**src/rtl/pic_cascade_if.sv**
```systemverilog
// rtl/pic_cascade_if.sv - cascade controller bus: INTA, config, cascade ID and vector-drive signals
interface pic_cascade_if #(
  parameter int ID_W = 3
);
  localparam int N_IR = 2 ** ID_W;

  logic            inta_n;
  logic            sngl;
  logic            sp;
  logic            mode_86;
  logic [N_IR-1:0] slave_mask;
  logic [ID_W-1:0] slave_id;
  logic [ID_W-1:0] irq_id;
  logic [ID_W-1:0] casc_in;
  logic [ID_W-1:0] casc_out;
  logic            casc_oe;
  logic            vec_en;
  logic [1:0]      vec_sel;
  logic            ack_first;
  logic            seq_done;
  logic            seq_abort;
  logic            busy;

  modport master (
    output inta_n, sngl, sp, mode_86, slave_mask, slave_id, irq_id, casc_in,
    input  casc_out, casc_oe, vec_en, vec_sel, ack_first, seq_done, seq_abort, busy
  );

  modport slave (
    input  inta_n, sngl, sp, mode_86, slave_mask, slave_id, irq_id, casc_in,
    output casc_out, casc_oe, vec_en, vec_sel, ack_first, seq_done, seq_abort, busy
  );
endinterface

```
**src/rtl/pic_cascade_ctrl.sv**
```systemverilog
// rtl/pic_cascade_ctrl.sv - PIC INTA sequence tracker with cascade ID drive/decode and abort timeout
module pic_cascade_ctrl #(
  parameter int ID_W          = 3,
  parameter int TMO_CYC       = 255,
  parameter int CALL_PULSE_EN = 1
) (
  input  logic         clk,
  input  logic         rst_n,
  pic_cascade_if.slave bus
);
  localparam int            TW       = (TMO_CYC > 1) ? $clog2(TMO_CYC) : 1;
  localparam logic [TW-1:0] TMO_LAST = TW'(TMO_CYC - 1);

  typedef enum logic [1:0] {
    S_IDLE = 2'd0,
    S_LOW  = 2'd1,
    S_HIGH = 2'd2
  } state_t;

  state_t          state, state_nx;
  logic            inta_q;
  logic [1:0]      count;
  logic [TW-1:0]   timer;
  logic            sngl_l, sp_l, mode_l, sbit_l, match_q;
  logic [ID_W-1:0] irq_l, sid_l;

  logic            fall, rise, start, next_pulse, done_ev, tmo_ev, end_ev;
  logic            sngl_e, sp_e, mode_e, sbit_e, match_e, own;
  logic [ID_W-1:0] irq_e, sid_e;
  logic [1:0]      np, sel;

  logic            busy_d, casc_oe_d, vec_en_d;
  logic [ID_W-1:0] casc_out_d;
  logic [1:0]      vec_sel_d;

  assign fall       = inta_q & ~bus.inta_n;
  assign rise       = ~inta_q & bus.inta_n;
  // The seq_done cycle swallows any fall so back-to-back sequences need a fresh edge.
  assign start      = (state == S_IDLE) & fall & ~bus.seq_done;
  assign next_pulse = (state == S_HIGH) & fall;
  assign done_ev    = (state == S_LOW) & rise & (count == (mode_l ? 2'd2 : 2'd3));
  assign tmo_ev     = (state == S_HIGH) & ~fall & (timer == TMO_LAST);
  assign end_ev     = done_ev | tmo_ev;

  // On the opening fall the live config is used; afterwards only the latched copy.
  assign sngl_e  = start ? bus.sngl : sngl_l;
  assign sp_e    = start ? bus.sp : sp_l;
  assign mode_e  = start ? bus.mode_86 : mode_l;
  assign sbit_e  = start ? bus.slave_mask[bus.irq_id] : sbit_l;
  assign irq_e   = start ? bus.irq_id : irq_l;
  assign sid_e   = start ? bus.slave_id : sid_l;
  assign np      = start ? 2'd1 : count + 2'd1;
  assign match_e = (np == 2'd2) ? (bus.casc_in == sid_e) : match_q;
  assign sel     = (np == 2'd1) ? 2'd0 : np - 2'd1;

  always_comb begin
    own = 1'b0;
    if (np == 2'd1) begin
      own = (CALL_PULSE_EN != 0) && !mode_e && (sngl_e || sp_e);
    end else if (sngl_e) begin
      own = 1'b1;
    end else if (sp_e) begin
      own = !sbit_e;
    end else begin
      own = match_e;
    end
  end

  always_ff @(posedge clk or negedge rst_n) begin
    if (!rst_n) begin
      state <= S_IDLE;
    end else begin
      state <= state_nx;
    end
  end

  always_comb begin
    state_nx = state;
    case (state)
      S_IDLE: if (start) state_nx = S_LOW;
      S_LOW: begin
        if (rise) state_nx = done_ev ? S_IDLE : S_HIGH;
      end
      S_HIGH: begin
        if (fall) state_nx = S_LOW;
        else if (tmo_ev) state_nx = S_IDLE;
      end
      default: state_nx = S_IDLE;
    endcase
  end

  always_comb begin
    busy_d    = bus.busy;
    casc_oe_d = bus.casc_oe;
    vec_en_d  = bus.vec_en;
    vec_sel_d = bus.vec_sel;
    if (start) begin
      busy_d    = 1'b1;
      casc_oe_d = sp_e & ~sngl_e & sbit_e;
    end else if (end_ev) begin
      busy_d    = 1'b0;
      casc_oe_d = 1'b0;
    end
    if (start || next_pulse) begin
      vec_en_d  = own;
      vec_sel_d = own ? sel : 2'd0;
    end else if ((state == S_LOW) && rise) begin
      vec_en_d  = 1'b0;
      vec_sel_d = 2'd0;
    end
    casc_out_d = casc_oe_d ? irq_e : '0;
  end

  always_ff @(posedge clk or negedge rst_n) begin
    if (!rst_n) begin
      inta_q  <= 1'b1;
      count   <= 2'd0;
      timer   <= '0;
      match_q <= 1'b0;
      sngl_l  <= 1'b0;
      sp_l    <= 1'b0;
      mode_l  <= 1'b0;
      sbit_l  <= 1'b0;
      irq_l   <= '0;
      sid_l   <= '0;
    end else begin
      inta_q <= bus.inta_n;
      if (start) begin
        sngl_l  <= bus.sngl;
        sp_l    <= bus.sp;
        mode_l  <= bus.mode_86;
        sbit_l  <= bus.slave_mask[bus.irq_id];
        irq_l   <= bus.irq_id;
        sid_l   <= bus.slave_id;
        count   <= 2'd1;
        match_q <= 1'b0;
      end else if (next_pulse) begin
        count <= np;
        if ((np == 2'd2) && !sngl_l && !sp_l) match_q <= match_e;
      end else if (state == S_IDLE) begin
        count   <= 2'd0;
        match_q <= 1'b0;
      end
      if ((state == S_LOW) && rise) begin
        timer <= '0;
      end else if ((state == S_HIGH) && !fall) begin
        timer <= timer + 1'b1;
      end
    end
  end

  always_ff @(posedge clk or negedge rst_n) begin
    if (!rst_n) begin
      bus.ack_first <= 1'b0;
      bus.seq_done  <= 1'b0;
      bus.seq_abort <= 1'b0;
      bus.busy      <= 1'b0;
      bus.casc_oe   <= 1'b0;
      bus.casc_out  <= '0;
      bus.vec_en    <= 1'b0;
      bus.vec_sel   <= 2'd0;
    end else begin
      bus.ack_first <= start;
      bus.seq_done  <= done_ev;
      bus.seq_abort <= tmo_ev;
      bus.busy      <= busy_d;
      bus.casc_oe   <= casc_oe_d;
      bus.casc_out  <= casc_out_d;
      bus.vec_en    <= vec_en_d;
      bus.vec_sel   <= vec_sel_d;
    end
  end
endmodule

```
**src/flat_wrapper.sv**
```systemverilog
// flat-port wrapper written by rule: the top's interface ports become plain ports
module pic_cascade_ctrl_flat 
#(
  parameter int ID_W          = 3,
  parameter int TMO_CYC       = 255,
  parameter int CALL_PULSE_EN = 1
)
  (clk, rst_n, bus_inta_n, bus_sngl, bus_sp, bus_mode_86, bus_slave_mask, bus_slave_id, bus_irq_id, bus_casc_in, bus_casc_out, bus_casc_oe, bus_vec_en, bus_vec_sel, bus_ack_first, bus_seq_done, bus_seq_abort, bus_busy);
  pic_cascade_if #(.ID_W(ID_W)) bus_i ();
  input  logic clk;
  input  logic rst_n;
  input wire logic [$bits(bus_i.inta_n)-1:0] bus_inta_n;
  input wire logic [$bits(bus_i.sngl)-1:0] bus_sngl;
  input wire logic [$bits(bus_i.sp)-1:0] bus_sp;
  input wire logic [$bits(bus_i.mode_86)-1:0] bus_mode_86;
  input wire logic [$bits(bus_i.slave_mask)-1:0] bus_slave_mask;
  input wire logic [$bits(bus_i.slave_id)-1:0] bus_slave_id;
  input wire logic [$bits(bus_i.irq_id)-1:0] bus_irq_id;
  input wire logic [$bits(bus_i.casc_in)-1:0] bus_casc_in;
  output wire logic [$bits(bus_i.casc_out)-1:0] bus_casc_out;
  output wire logic [$bits(bus_i.casc_oe)-1:0] bus_casc_oe;
  output wire logic [$bits(bus_i.vec_en)-1:0] bus_vec_en;
  output wire logic [$bits(bus_i.vec_sel)-1:0] bus_vec_sel;
  output wire logic [$bits(bus_i.ack_first)-1:0] bus_ack_first;
  output wire logic [$bits(bus_i.seq_done)-1:0] bus_seq_done;
  output wire logic [$bits(bus_i.seq_abort)-1:0] bus_seq_abort;
  output wire logic [$bits(bus_i.busy)-1:0] bus_busy;
  assign bus_i.inta_n = bus_inta_n;
  assign bus_i.sngl = bus_sngl;
  assign bus_i.sp = bus_sp;
  assign bus_i.mode_86 = bus_mode_86;
  assign bus_i.slave_mask = bus_slave_mask;
  assign bus_i.slave_id = bus_slave_id;
  assign bus_i.irq_id = bus_irq_id;
  assign bus_i.casc_in = bus_casc_in;
  assign bus_casc_out = bus_i.casc_out;
  assign bus_casc_oe = bus_i.casc_oe;
  assign bus_vec_en = bus_i.vec_en;
  assign bus_vec_sel = bus_i.vec_sel;
  assign bus_ack_first = bus_i.ack_first;
  assign bus_seq_done = bus_i.seq_done;
  assign bus_seq_abort = bus_i.seq_abort;
  assign bus_busy = bus_i.busy;
  pic_cascade_ctrl #(.ID_W(ID_W), .TMO_CYC(TMO_CYC), .CALL_PULSE_EN(CALL_PULSE_EN)) u_core (.clk(clk), .rst_n(rst_n), .bus(bus_i));
endmodule
```
**config.mk**
```make
export PLATFORM = sky130hd
export DESIGN_NAME = pic_cascade_ctrl_flat
export DESIGN_NICKNAME = d
export VERILOG_FILES = /design/src/rtl/pic_cascade_if.sv /design/src/rtl/pic_cascade_ctrl.sv /design/src/flat_wrapper.sv
export SDC_FILE = /design/constraint.sdc
export NUM_CORES = 1
export LEC_CHECK = 0
export ABC_AREA = 0
export CORE_ASPECT_RATIO = 1.75
export CORE_MARGIN = 8
export CORE_UTILIZATION = 51
export CTS_BUF_LIST = sky130_fd_sc_hd__clkbuf_16
export DETAILED_ROUTE_END_ITERATION = 16
export GPL_TIMING_DRIVEN = 0
export PLACE_DENSITY = 0.78
export SLEW_MARGIN = 20
export SYNTH_ARGS = -nofsm -noshare
export SYNTH_HDL_FRONTEND = slang
export SYNTH_SLANG_ARGS = --single-unit
```
**constraint.sdc**
```tcl
create_clock -name clk -period 2.4 [get_ports clk]
set_input_delay 0.48 -clock clk [delete_from_list [all_inputs] [get_ports clk]]
set_output_delay 0.48 -clock clk [all_outputs]
set_load 0.01 [all_outputs]
```
==> results of run 1 <==
-- logic make-up after synthesis --
logic type | after synthesis | share of synthesized area (%)
compound gates | 27 | 11.12
flops | 35 | 48.71
fa+ha+maj | 4 | 2.780
mux | 4 | 3.683
simple gates | 87 | 24.74
xor+xnor | 11 | 5.351
buf+inv | 15 | 3.613
-- worst max-delay path by stage --
stage                   from               endpoint  slack [ns]  cells past startpoint
6_report       bus_irq_id[0]  u_core.bus.vec_sel[1]         0.1                      6
5_1_grt        bus_irq_id[0]  u_core.bus.vec_sel[1]       0.007                      6
4_1_cts        u_core.inta_q      u_core.bus.vec_en        0.02                      9
3_5_place_dp      bus_inta_n      u_core.bus.vec_en       -0.74                     10
3_3_place_gp      bus_inta_n  u_core.bus.vec_sel[0]       -0.67                     10
2_1_floorplan  u_core.inta_q      u_core.bus.vec_en        0.34                      9
-- state kept, by name, summed over array words and instances, names as in the netlist --
register              flops
u_core.irq_l              3
u_core.match_q            1
u_core.inta_q             1
u_core.state              2
u_core.bus.casc_out       3
u_core.sngl_l             1
u_core.sp_l               1
u_core.bus.busy           1
u_core.bus.casc_oe        1
u_core.sid_l              3
u_core.count              2
u_core.bus.ack_first      1
u_core.bus.vec_en         1
u_core.timer              8
u_core.bus.seq_abort      1
u_core.mode_l             1
u_core.sbit_l             1
u_core.bus.vec_sel        2
u_core.bus.seq_done       1
-- through the flow --
stage	area (um^2)	std cells	util (%)
2_1_floorplan	1800	183	-
3_3_place_gp	2187	261	64.36
3_5_place_dp	2210	262	65.02
4_1_cts	2389	271	70.29
5_1_grt	2402	271	70.69
6_report	2402	271	70.69
-- synthesized netlist by cell type (4+ instances only) --
| master | count |
|---|---|
| nand2_1 | 34 |
| nand2b_1 | 7 |
| ha_1 | 4 |
| xor2_1 | 8 |
| a21oi_1 | 6 |
| nand3_1 | 4 |
| and3_1 | 4 |
| dfrtp_1 | 34 |
| inv_1 | 10 |
| nor2_1 | 15 |
| nand4_1 | 5 |
-- cell usage in the layout (no fill, tap or decap), types with 2 or more instances in the layout --
| master | count |
|---|---|
| mux4_2 | 2 |
| a211oi_1 | 3 |
| xnor2_1 | 3 |
| clkbuf_1 | 3 |
| and3_1 | 4 |
| dfrtp_1 | 34 |
| o21ai_1 | 2 |
| buf_2 | 2 |
| nor2b_1 | 2 |
| inv_1 | 9 |
| o21ai_0 | 2 |
| xor2_1 | 8 |
| clkbuf_16 | 5 |
| clkdlybuf4s50_1 | 31 |
| a21oi_1 | 6 |
| nand4_1 | 5 |
| a22oi_1 | 3 |
| nor2_1 | 15 |
| nor3_1 | 3 |
| o22ai_1 | 2 |
| nand3_1 | 4 |
| nand2_1 | 33 |
| ha_1 | 4 |
| nand2b_1 | 7 |
-- power breakdown --
group	total, mW	switching [mW]	internal, mW
combinational	0.800	0.432	0.368
clock	0.722	0.238	0.484
sequential	0.923	0.156	0.767
-- worst max-delay path: cells and delay by family --
kind | cells | cell delay, ns
AO/OA/AOI/OAI | 1 | 0.18
buffers and inverters | 1 | 0.55
multiplexers | 2 | 0.77
AND/OR/NAND/NOR | 2 | 0.51
-- final cells by class --
class / instances / area [um^2] / share of cell area [%]
well taps: 45 / 56.30 / 2.344
clock buffers: 5 / 125.1 / 5.208
repair buffers: 35 / 359.1 / 14.95
flip-flops and latches: 35 / 877.1 / 36.51
plain buffers: 5 / 27.53 / 1.146
multi-input cells: 133 / 878.3 / 36.56
clock inverters: 3 / 38.79 / 1.615
inverters: 10 / 40.04 / 1.667
-- per-layer routing --
layer,global-route usage [%],vias to the layer above
met4,10.57,0
met5,0,-
met2,31.21,44
met3,4.768,14
met1,17.41,727
li1,-,721
-- what timing repair did --
action,in CTS,in global routing
resized for setup,4,3
setup endpoints to repair,4,4
pin swaps,1,0
setup buffers,1,0
==> flow_metrics.tcl, run 1 <==
set metrics [dict create \
    r2r_setup_slack_ns 0.15 \
    placementRows 28 \
    nets 252 \
    avgViaCountPerCell 5.557 \
    cpMaxStageDelayCell "clkdlybuf4s50_1" \
    grt_pass1_vias 1657 \
    worst_ir_drop_vdd_mv 0.7049 \
    drc 0 \
    status "finished clean" \
    yosys.cell_types.count 47 \
    synth_edf_count 0 \
    r2r_cells 9 \
    timing.fmax_mhz 434.3 \
    wl_per_cell_um 16.85 \
    vias 1506 \
    ys.flop_type "dfrtp_1" \
    htree_num_levels 2 \
    min_path_type "in2async" \
    relSlewSlack_pct 66.63 \
    drive_gt1_share_pct 11.50 \
    fill_cells 268 \
    dieWidth_um 60.92 \
    cts-root-buf "clkbuf_16" \
    setup_viol 0 \
    cts_tree "yes" \
    hold_violations 0 \
    hold_buffers 0 \
    cp-end-kind "flip-flop" \
    grt_pass1_wl_mm 7.610 \
    synth_top_area_cell "dfrtp_1" \
    required_ns 2.59 \
    synth-seq-area-share_pct 48.71 \
    syn_area_per_cell_um2 9.839 \
    antenna_found_initial 0 \
    gp_congestion 0.9222 \
    clkTransAtPathRegs_ns 0.06 \
    wl_met2_mm 2.545 \
    dpl.hpwl_mm 3.426 \
    cts_buffer_depth 2 \
    final.period_utilization_pct 95.94 \
    r2r-end "u_core.bus.vec_en" \
    power_mw 2.445 \
    top_layer_used "met4" \
    drt_pass1_iterations 4 \
    drv_slew 0 \
    ys_top_cells_by_area "dfrtp_1 47%, nand2_1 7.1%, xor2_1 3.9%" \
    layout_min_cycle_time_ns 2.303 \
    diodes 0 \
    portBuffers 33 \
    power_density_mw_per_mm2 1018 \
    core_area_mm2 0.003398 \
    ant_nets 0 \
    syn_nets 210 \
    ys_ff_latch 35 \
    arrival_ns 2.49 \
    grt.total_usage_pct 17.67 \
    cp_max_fo 3 \
    clkLatencyLatePin_ns 0.28 \
    grt_max_degree 20 \
    rsz0062_at_grt "no" \
    clock-sinks 35 \
    syn_to_final_growth_pct 33.43 \
    yosys_warnings 0 \
    cp-start-kind "input port" \
    die_area_mm2 0.005763 \
    dp_slack_ns -0.7407 \
    met1_length_mm 1.616 \
    cap_violations 0 \
    async_flop_share_pct 100.0 \
    whs_ns 0.1458 \
    setup_ws_ns 0.09734 \
    tightest_slew_ns 0.4935 \
    overflow 0 \
    drtIter0Drc 54 \
    fp.dieH_um 94.60 \
    start_util_pct 52.98 \
    setup_tns_ns 0 \
    yosysTopAreaCellShare_pct 47.26 \
    max_stage_delay_ns 0.55 \
    wirelength_mm 4.565 \
    ioPinCount 34 \
    wl_met3_um 241 \
    p_leak_nw 1.085 \
    setup.worst_path.class "in2reg" \
    cp_cell_sequence "clkdlybuf4s50_1, mux4_2, mux2i_1, nor4b_1, or3_1, o31ai_2" \
    synth_area_mm2 0.001800 \
    synthCells 183 \
    r2r-start "u_core.inta_q" \
    finClkSkew_ns 0.005323 \
    numCtsBuffers 5 \
]
Note: power is estimated with default switching activity, not from simulation.
==> run 2, diff against run 1 <==
--- a/config.mk
+++ b/config.mk
@@ -7,7 +7,6 @@
 export LEC_CHECK = 0
 export ABC_AREA = 0
 export CORE_ASPECT_RATIO = 1.75
-export CORE_MARGIN = 8
 export CORE_UTILIZATION = 51
 export CTS_BUF_LIST = sky130_fd_sc_hd__clkbuf_16
 export DETAILED_ROUTE_END_ITERATION = 16
@@ -17,3 +16,4 @@
 export SYNTH_ARGS = -nofsm -noshare
 export SYNTH_HDL_FRONTEND = slang
 export SYNTH_SLANG_ARGS = --single-unit
+export TNS_END_PERCENT = 50
==> run 2 against run 1 <==
Sequential share of layout area grew 0.33 points. Sequential power is essentially flat. Die area shrank 34%. Clock power shrank 15%. Wire length shrank 1.7%. Highest routed layer unchanged. Non-clock buffer count grew 1. Via count shrank 2.0%. Critical endpoint unchanged.
==> flow_metrics.tcl, run 2 (synthesized netlist as in run 1, its figures left out) <==
set metrics [dict create \
    cp-end-kind "flip-flop" \
    avgViaCountPerCell 5.426 \
    syn_to_final_growth_pct 32.24 \
    overflow 0 \
    ant_nets 0 \
    fp.dieH_um 80.60 \
    wl_per_cell_um 16.50 \
    nets 253 \
    diodes 0 \
    mostFrequentLayoutCell "dfrtp_1" \
    htree_num_levels 2 \
    die_area_mm2 0.003781 \
    relSlewSlack_pct 70.58 \
    grt.total_usage_pct 26.14 \
    portBuffers 33 \
    max_stage_delay_ns 0.56 \
    core_area_mm2 0.003363 \
    finClkSkew_ns 0.007581 \
    p_leak_nw 1.080 \
    placed_cells 262 \
    placementRows 28 \
    power_density_mw_per_mm2 983.7 \
    grt_max_degree 28 \
    start_util_pct 53.53 \
    final_cell_count_no_fill 272 \
    largest_reg_flops 8 \
    hold_violations 0 \
    wirelength_mm 4.487 \
    final_area_mm2 0.002381 \
    cts_tree "yes" \
    placed_cell_area_mm2 0.002202 \
    worst_ir_drop_vdd_mv 0.7295 \
    clkTransAtPathRegs_ns 0.06 \
    setup_viol 0 \
    cp_max_fo 3 \
    clkLatencyLatePin_ns 0.28 \
    hold_buffers 0 \
    dpl.hpwl_mm 3.184 \
    setup_ws_ns 0.1192 \
    drv_slew 0 \
    tightest_slew_ns 0.4352 \
    cts_buffer_depth 2 \
    min_path_type "in2async" \
    cp_cell_sequence "clkdlybuf4s50_1, mux4_2, mux2i_1, nor4b_1, or3_1, o31ai_2" \
    grt_pass1_vias 1541 \
    vias 1476 \
    clkPwrFrac_pct 26.1 \
    cts-root-buf "clkbuf_16" \
    swShare_pct 35.34 \
    comb_power_share_pct 34.4 \
    fill_cells 273 \
    drtIter0Drc 31 \
    cpMaxStageDelayCell "clkdlybuf4s50_1" \
    numCtsBuffers 5 \
    p_int_mw 1.514 \
    grt_pass1_wl_mm 6.906 \
    timing.fmax_mhz 438.4 \
    clock-sinks 35 \
    drive_gt1_share_pct 12.33 \
    power.net_switching_uw 827.8 \
    top_register "u_core.timer" \
    gp_congestion 0.9075 \
    arrival_ns 2.48 \
    drt_pass1_iterations 4 \
    final_cell_mix "34 x dfrtp_1, 33 x nand2_1, 31 x clkdlybuf4s50_1" \
    pwr-share-seq_pct 39.5 \
    required_ns 2.60 \
    cap_violations 0 \
    cp-start-kind "input port" \
    setup.worst_path.class "in2reg" \
    dp_slack_ns -0.7205 \
    drc 0 \
    dieWidth_um 46.92 \
    power_mw 2.342 \
    rsz0062_at_grt "no" \
    antenna_found_initial 0 \
    ioPinCount 34 \
    final_util_pct 70.80 \
    status "finished clean" \
    final.period_utilization_pct 95.03 \
    layout_min_cycle_time_ns 2.281 \
]
[run 2: final cells by class]
class                      instances  area (um^2)  area share (%)
timing repair buffer              36        359.1           15.08
inverter                          10        40.04           1.682
tap                               45        56.30           2.365
sequential                        35        877.1           36.84
clock buffer                       5        125.1           5.255
multi-input combinational        133        883.3           37.10
clock inverter                     3        12.51          0.5255
buffer                             5        27.53           1.156
[run 2: worst paths after layout]
check | end | from | cells after the start | slack (ns)
min in group clk | u_core.irq_l[1] | u_core.irq_l[1] | 2 | 0.48
worst max register to register | u_core.bus.vec_en | u_core.inta_q | 9 | 0.14
worst min-delay path | u_core.count[0] | rst_n | 1 | 0.05
worst max-delay path | u_core.bus.vec_sel[1] | bus_irq_id[0] | 6 | 0.12
worst min register to register | u_core.irq_l[1] | u_core.irq_l[1] | 2 | 0.48
max in group asynchronous | u_core.bus.casc_out[1] | rst_n | 2 | 1.93
[run 2: power groups by stage]
| stage | sequential (mW) | clock (mW) | combinational [mW] |
|---|---|---|---|
| after CTS | 0.923 | 0.620 | 0.790 |
| after global routing | 0.947 | 0.648 | 0.893 |
| final | 0.926 | 0.612 | 0.805 |
| after global placement | 0.910 | 0 | 0.737 |
| after floorplan | 0.907 | 0 | 0.485 |
| after detailed placement | 0.926 | 0 | 0.774 |
[run 2: metal layers]
metal  global-route usage [%]  share of wire [%]  vias up
li1                         -                  -      722
met1                    27.98                 36      709
met2                    45.69                 58       35
met3                    5.843                3.7       10
met4                    12.29                2.2        0
met5                        0                  0        -
[run 2: worst max-delay path, delay by kind of cell]
kind	cells	cell delay (ns)
compound gates	1	0.18
buf+inv	1	0.56
mux	2	0.75
simple gates	2	0.50
[run 2: what timing repair did]
item	CTS	global route
gates cloned	0	0
buffers inserted	1	1
endpoints found under the setup margin	4	4
pin swaps	1	1
resized for setup	4	5
[run 2: per-stage QoR]
stage,hold slack [ns],TNS [ns]
after floorplan,0.1844,0
after global placement,0.4509,-2.880
after detailed placement,0.3507,-3.312
after CTS,0.05477,0
after global routing,0.06273,0
final,0.05303,0
==> run 3, diff against run 2 <==
--- a/config.mk
+++ b/config.mk
@@ -7,12 +7,9 @@
 export LEC_CHECK = 0
 export ABC_AREA = 0
 export CORE_ASPECT_RATIO = 1.75
-export CORE_UTILIZATION = 51
+export CORE_UTILIZATION = 25
 export CTS_BUF_LIST = sky130_fd_sc_hd__clkbuf_16
 export DETAILED_ROUTE_END_ITERATION = 16
-export GPL_TIMING_DRIVEN = 0
-export PLACE_DENSITY = 0.78
-export SLEW_MARGIN = 20
 export SYNTH_ARGS = -nofsm -noshare
 export SYNTH_HDL_FRONTEND = slang
 export SYNTH_SLANG_ARGS = --single-unit
==> run 3 against run 2 <==
Register-to-register slack better by 0.19 ns. Largest cell class is now registers. Critical path type unchanged. Wire length decreased by 0.13%. Core utilization decreased by 35 points. Via count shrank 0.14%.
==> flow_metrics.tcl, run 3 (synthesized netlist as in run 1, its figures left out) <==
set metrics [dict create \
    layout_min_cycle_time_ns 2.208 \
    numCtsBuffers 5 \
    r2r_cells 9 \
    ant_nets 0 \
    r2r_setup_slack_ns 0.33 \
    power.net_switching_uw 817.5 \
    r2r-end "u_core.bus.vec_en" \
    swShare_pct 34.64 \
    rsz0062_at_grt "no" \
    drc 0 \
    vias 1474 \
    final_area_mm2 0.002467 \
    setup_ws_ns 0.1915 \
    power_density_mw_per_mm2 956.5 \
    min_from "u_core.irq_l[0]" \
    largest_reg_flops 8 \
    hold-path-endpoint "u_core.irq_l[0]" \
    multi_input_area_um2 867.1 \
    fp.dieH_um 114.3 \
    final.period_utilization_pct 92.02 \
    grt_pass1_wl_mm 7.562 \
    portBuffers 33 \
    cp_max_fo 4 \
    placementRows 40 \
    clock-sinks 35 \
    nets 260 \
    ioPinCount 34 \
    p_int_mw 1.542 \
    r2r-start "u_core.inta_q" \
    setup.worst_path.class "in2reg" \
    cpMaxStageDelayCell "clkdlybuf4s50_1" \
    cap_violations 0 \
    final_cell_mix "34 x nand2_1, 34 x dfrtp_1, 33 x clkdlybuf4s50_1" \
    pwr-share-seq_pct 38.6 \
    htree_num_levels 2 \
    die_area_mm2 0.007559 \
    hold_depth 2 \
    drtIter0Drc 25 \
    drv_slew 0 \
    grt_pass1_vias 1572 \
    clkLatencyLatePin_ns 0.28 \
    gp_congestion 0.7886 \
    comb_power_share_pct 35.1 \
    fill_cells 735 \
    overflow 0 \
    max_stage_delay_ns 0.54 \
    p_leak_nw 1.111 \
    hold_violations 0 \
    top_register "u_core.timer" \
    syn_to_final_growth_pct 37.04 \
    avgViaCountPerCell 4.635 \
    grt.total_usage_pct 13.82 \
    relSlewSlack_pct 69.26 \
    diodes 0 \
    min_path_type "reg2reg" \
    wl_per_cell_um 14.09 \
    required_ns 2.59 \
    setup_viol 0 \
    hold_buffers 0 \
    status "finished clean" \
    final_cell_count_no_fill 318 \
    arrival_ns 2.40 \
    finClkSkew_ns 0.002719 \
    drt_pass1_iterations 4 \
    drive_gt1_share_pct 14.53 \
    placed_cells 310 \
    antenna_found_initial 0 \
    dieWidth_um 66.15 \
    timing.fmax_mhz 452.8 \
    clkPwrFrac_pct 26.2 \
    cts_buffer_depth 2 \
    dp_slack_ns -0.1205 \
    dpl.hpwl_mm 3.354 \
    start_util_pct 26.07 \
    clkTransAtPathRegs_ns 0.05 \
    tightest_slew_ns 0.4581 \
    cp_cell_sequence "clkdlybuf4s50_1, nor3b_2, nand2_1, inv_1, nor2_1, ha_2, a311oi_2, a21oi_1, a31oi_2, o31ai_2" \
    placed_cell_area_mm2 0.002321 \
    cp-startpoint "bus_inta_n" \
    wirelength_mm 4.481 \
    cp-start-kind "input port" \
    worst_ir_drop_vdd_mv 0.3426 \
    cp-end-kind "flip-flop" \
    cts-root-buf "clkbuf_16" \
    cts_tree "yes" \
    grt_max_degree 36 \
    power_mw 2.360 \
    ff_latch_area_um2 877.1 \
    core_area_mm2 0.006907 \
]
## run 3: what timing repair did
action / CTS / global route
setup buffers: 0 / 0
resized for setup: 0 / 2
endpoints found under the setup margin: 0 / 3
hold endpoints to repair: 0 / 0
## run 3: stage by stage
step           TNS (ns)  hold WS, ns  utilization (%)
2_1_floorplan         0       0.1844                -
3_5_place_dp    -0.7035       0.4548            33.61
6_report              0       0.4723            35.72
3_3_place_gp    -0.5533       0.4506            33.61
5_1_grt               0       0.4799            35.72
4_1_cts               0       0.4707            35.60
## run 3: metal layers
layer / share of wire [%] / vias to the layer above / track usage [%]
met2: 53 / 34 / 23.33
li1: - / 732 / -
met1: 40 / 696 / 14.72
met3: 3.3 / 12 / 2.988
met5: 0 / - / 0
met4: 4.4 / 0 / 10.07
## run 3: layout make-up
type | count | area share, %
flip-flops and latches | 35 | 35.55
multi-input cells | 133 | 35.14
repair buffers | 48 | 17.95
clock buffers | 5 | 5.071
well taps | 84 | 4.260
inverters | 10 | 1.521
clock inverters | 3 | 0.5071
## run 3: worst max-delay path by stage
stage	end	cells past startpoint
floorplan	u_core.bus.vec_en	9
global placement	u_core.bus.vec_sel[1]	6
detailed placement	u_core.bus.vec_sel[1]	6
CTS	u_core.bus.vec_sel[1]	6
global route	u_core.match_q	10
finish	u_core.bus.vec_sel[1]	10
## run 3: power by group through the flow
| stage | registers (mW) | clock network (mW) | logic (mW) |
|---|---|---|---|
| floorplan | 0.907 | 0 | 0.485 |
| global placement | 0.916 | 0 | 0.814 |
| detailed placement | 0.921 | 0 | 0.824 |
| CTS | 0.911 | 0.636 | 0.830 |
| global route | 0.943 | 0.663 | 0.929 |
| finish | 0.912 | 0.619 | 0.829 |
## run 3: critical path, delay by kind of cell
family / cells / cell delay (ns)
AO/OA/AOI/OAI: 4 / 0.70
buffers and inverters: 2 / 0.61
AND/OR/NAND/NOR: 3 / 0.37
adder cells (fa/ha/maj): 1 / 0.24
==> RTL change 1, RTL diff (settings of run 3) <==
Reset style: synchronous (`rst_n`), changed in 3 clocked blocks.
--- a/src/rtl/pic_cascade_ctrl.sv
+++ b/src/rtl/pic_cascade_ctrl.sv
@@ -66,7 +66,7 @@
     end
   end
 
-  always_ff @(posedge clk or negedge rst_n) begin
+  always_ff @(posedge clk) begin
     if (!rst_n) begin
       state <= S_IDLE;
     end else begin
@@ -111,7 +111,7 @@
     casc_out_d = casc_oe_d ? irq_e : '0;
   end
 
-  always_ff @(posedge clk or negedge rst_n) begin
+  always_ff @(posedge clk) begin
     if (!rst_n) begin
       inta_q  <= 1'b1;
       count   <= 2'd0;
@@ -149,7 +149,7 @@
     end
   end
 
-  always_ff @(posedge clk or negedge rst_n) begin
+  always_ff @(posedge clk) begin
     if (!rst_n) begin
       bus.ack_first <= 1'b0;
       bus.seq_done  <= 1'b0;
Behaviour: differs if rst_n is asserted again (counterexample within 4 cycles, from zero or initial values and one cycle with rst_n low); with rst_n held inactive, the same outputs for 10 cycles.
==> RTL change 1 against run 3 <==
  * Die area about the same
  * Fmax down 1.3%
  * Sequential share of layout area down 7.2 points
  * Wire length down 5.9%
  * Design area up 0.25%
  * Critical path type unchanged
  * Worst setup slack worse by 0.029 ns
  * Sequential cell count unchanged
  * Final cell count up 7.2%
  * Area after synthesis about the same
Power is not compared: it rests on default switching activity, and its combinational part moved more than twofold at a synthesized area within 25%.
==> RTL change 1: results <==
set metrics [dict create \
    dr_wl_met3_um 151 \
    grt_use_total 0.129 \
    cpMaxStageDelayCell "clkdlybuf4s50_1" \
    status "completed" \
    use_met1 0.128 \
    crit_path_max_incr_delay_ns 0.44 \
    vias 1600 \
    ys.flop_type "dfxtp_1" \
    diodes 0 \
    grt_max_degree 16 \
    ys_types 45 \
    arrival_ns 2.43 \
    tightest_slew_ns 0.494 \
    grt_pass1_vias 1683 \
    met2WireLength_um 2260 \
    whs_endpoint "u_core.bus.vec_en" \
    ys_seq_area_frac 0.389 \
    initialDrtViolationCount 39 \
    drive_above_1_share 0.163 \
    wire_per_inst_um 12.4 \
    dp_cells 333 \
    globalplace.congestion 0.912 \
    r2r_end "u_core.bus.vec_sel[1]" \
    grt_pass1_wl_um 7330 \
    fin_hold_ws_ns 0.465 \
    min-delay-start "u_core.bus.vec_en" \
    ys_async_sr_fraction 0 \
    use_met3 0.0339 \
    met1_length_um 1700 \
    fin_crit_sh 0.932 \
    rr_startpoint "u_core.count[0]" \
    yosys-top-cells-count "dfxtp_1 (35), nand2_1 (25), nor2b_1 (21), nor2_1 (18), a21oi_1 (9)" \
    vias_per_cell 4.69 \
    worst-path-max-fanout 6 \
    fin_nets 283 \
    synth_mux_area_frac 0.0576 \
    fin_worst_skew_ns 0.00753 \
    place_ws_ns -0.136 \
    synth_compound_area_frac 0.147 \
    synth_xor_area_frac 0.0340 \
    placed_area_sq_mm 0.00233 \
    dpl.hpwl_um 3270 \
]
==> RTL change 1: changes by cell type after synthesis, sizes merged, moves of 4 or more <==
cell    delta
dfxtp     +35
dfrtp     -34
nor2b     +19
nand2      -9
a21boi     +6
mux2i      +6
nand2b     -4
==> RTL change 1: through the flow <==
stage               power [mW]  utilization
finish                    1.47        0.358
global route              1.53        0.358
CTS                       1.49        0.358
detailed placement       0.841        0.337
global placement         0.839        0.337
floorplan                0.743            -
==> RTL change 1: layout make-up <==
cell class / instances / area, sq um
Inverter: 7 / 26.3
Multi-Input combinational cell: 155 / 1020
Timing Repair Buffer: 52 / 473
Clock buffer: 5 / 125
Sequential cell: 35 / 701
Tap cell: 84 / 105
Fill cell: 731 / 4430
Clock inverter: 3 / 20.0
==> RTL change 1: report_power, final <==
group	leakage [nW]	internal [mW]	switching, mW
Sequential	0.285	0.600	0.0128
Clock	0.0658	0.382	0.257
Combinational	0.613	0.113	0.100
==> RTL change 2, RTL diff (config.mk and constraints of run 3) <==
Made on the original files. `CALL_PULSE_EN` is set to 1 in 2 places; all go to 0.
--- a/src/rtl/pic_cascade_ctrl.sv
+++ b/src/rtl/pic_cascade_ctrl.sv
@@ -2,7 +2,7 @@
 module pic_cascade_ctrl #(
   parameter int ID_W          = 3,
   parameter int TMO_CYC       = 255,
-  parameter int CALL_PULSE_EN = 1
+  parameter int CALL_PULSE_EN = 0
 ) (
   input  logic         clk,
   input  logic         rst_n,
--- a/src/flat_wrapper.sv
+++ b/src/flat_wrapper.sv
@@ -3,7 +3,7 @@
 #(
   parameter int ID_W          = 3,
   parameter int TMO_CYC       = 255,
-  parameter int CALL_PULSE_EN = 1
+  parameter int CALL_PULSE_EN = 0
 )
   (clk, rst_n, bus_inta_n, bus_sngl, bus_sp, bus_mode_86, bus_slave_mask, bus_slave_id, bus_irq_id, bus_casc_in, bus_casc_out, bus_casc_oe, bus_vec_en, bus_vec_sel, bus_ack_first, bus_seq_done, bus_seq_abort, bus_busy);
   pic_cascade_if #(.ID_W(ID_W)) bus_i ();
Behaviour: not the same (Yosys sat finds a counterexample within 4 cycles, from zero or initial values and one cycle with rst_n low).
==> RTL change 2 against run 3 <==
  * Via count is 1.2% lower
  * Clock power is 35% higher
  * Worst setup slack worse by 0.025 ns
  * Wire length is 6.2% lower
  * Design area is 0.56% higher
  * Sequential power is 3.4% lower
  * Synthesized cell count is 0.55% higher
  * Worst hold slack better by 0.00060 ns
  * Area after synthesis is 1.5% lower
  * Sequential cell count stayed put
  * Total power is 2.3% lower
  * Critical path depth is 4 lower
  * Critical endpoint is now u_core.bus.vec_en
  * Largest cell class unchanged
==> RTL change 2: results <==
set metrics [dict create \
    ir_drop_mv 0.372 \
    ys_async_sr_fraction 1.00 \
    r2r_cells 8 \
    hold_path.class "reg -> reg" \
    fin_tns_setup_ns 0 \
    dpl.hpwl_um 3120 \
    ys_types 41 \
    synthAdderAreaFrac 0.0282 \
    arrival_ns 2.39 \
    wire_per_inst_um 13.2 \
    r2r_end "u_core.match_q" \
    clk_pin_slew_worst_paths_ns 0.06 \
    status "completed" \
    place_ws_ns -0.141 \
    syn_area_per_cell_sq_um 9.64 \
    placed_area_sq_mm 0.00229 \
    initialDrtViolationCount 23 \
    antenna_found_initial 0 \
    clk_path_buf_depth 2 \
    synth_xor_area_frac 0.0494 \
    worst-path-max-fanout 5 \
    largest_reg_flops 8 \
    diodes 0 \
    globalplace.congestion 0.787 \
    post_cts_buffers 0 \
    p_leak_nw 1.12 \
    root_buffer "clkbuf_16" \
    cts_resized 0 \
    hold_depth 2 \
    vias 1457 \
    cpMaxStageDelayCell "clkdlybuf4s50_1" \
    htree_levels 2 \
    synth_compound_area_frac 0.0981 \
    wirelength_um 4200 \
    grt_use_total 0.127 \
    rr_startpoint "u_core.inta_q" \
    yosys-top-cells-count "nand2_1 (37), dfrtp_1 (34), inv_1 (13), nor2_1 (10)" \
    grt_pass1_wl_um 7100 \
    whs_endpoint "u_core.irq_l[2]" \
    drive_above_1_share 0.119 \
    fill_cells 673 \
    fin_nets 261 \
    synth_mux_area_frac 0.0409 \
    grt_max_degree 36 \
    tightest_slew_ns 0.470 \
    p_per_area_mw_per_mm2 929 \
    crit_path_max_incr_delay_ns 0.62 \
    port-buffer-count 33 \
    syn_nets 211 \
    cts_buffers 5 \
    ys.flop_type "dfrtp_1" \
    fin_worst_skew_ns 0.00770 \
    yosysWarnings 0 \
    insertion_delay_ns 0.28 \
    synthTopCellsByArea "dfrtp_1 (48%), nand2_1 (7.8%), xor2_1 (3.0%)" \
    ff2ff_setup_slack_ns 0.40 \
    fin_hold_ws_ns 0.473 \
    dp_cells 311 \
    ys_seq_area_frac 0.495 \
    min-delay-start "u_core.irq_l[2]" \
]
[RTL change 2: cell types whose count changed after synthesis, sizes merged, moves of 3 or more]
cell / change
mux2i: +4
o21ai: +3
nand2: +3
nor2: -6
inv: +3
[RTL change 2: final cells by class]
cell class / instances / area share
clock buffer: 5 / 0.0504
clock inverter: 3 / 0.0257
inverter: 13 / 0.0197
multi-input combinational: 132 / 0.333
sequential: 35 / 0.354
tap: 84 / 0.0424
timing repair buffer: 47 / 0.175
[RTL change 2: critical path: cells and delay by family]
family,cells,cell delay (ns)
AO/OA/AOI/OAI,1,0.07
buffers and inverters,1,0.62
multiplexers,2,0.63
AND/OR/NAND/NOR,2,0.59
[RTL change 2: cells by family after synthesis]
family / Yosys count
AOI/OAI and AO/OA: 27
and+or+nand+nor: 85
muxes: 6
DFF: 35
adders and majority gates: 4
xor gates and xnor gates: 10
buffers and inverters: 17
[RTL change 2: per-layer routing]
metal	share of wire	vias up	GRT usage
li1	-	733	-
met1	0.39	687	0.140
met2	0.55	27	0.220
met3	0.021	10	0.0190
met4	0.036	0	0.0812
met5	0	-	0
[RTL change 2: how the worst max path moves through the flow]
stage,from,to,slack [ns],cells after the start
2_1_floorplan,u_core.inta_q,u_core.match_q,0.18,9
3_3_place_gp,bus_irq_id[0],u_core.bus.vec_sel[1],-0.1,6
3_5_place_dp,bus_irq_id[0],u_core.bus.vec_sel[1],-0.14,6
4_1_cts,bus_irq_id[0],u_core.bus.vec_en,0.15,6
5_1_grt,bus_inta_n,u_core.bus.vec_sel[0],0.04,11
6_report,bus_irq_id[0],u_core.bus.vec_en,0.17,6
[RTL change 2: power by group]
part	total [mW]	internal (mW)	switching, mW
clock network	0.835	0.591	0.244
registers	0.881	0.746	0.135
logic	0.588	0.294	0.294
total	2.30	1.63	0.674
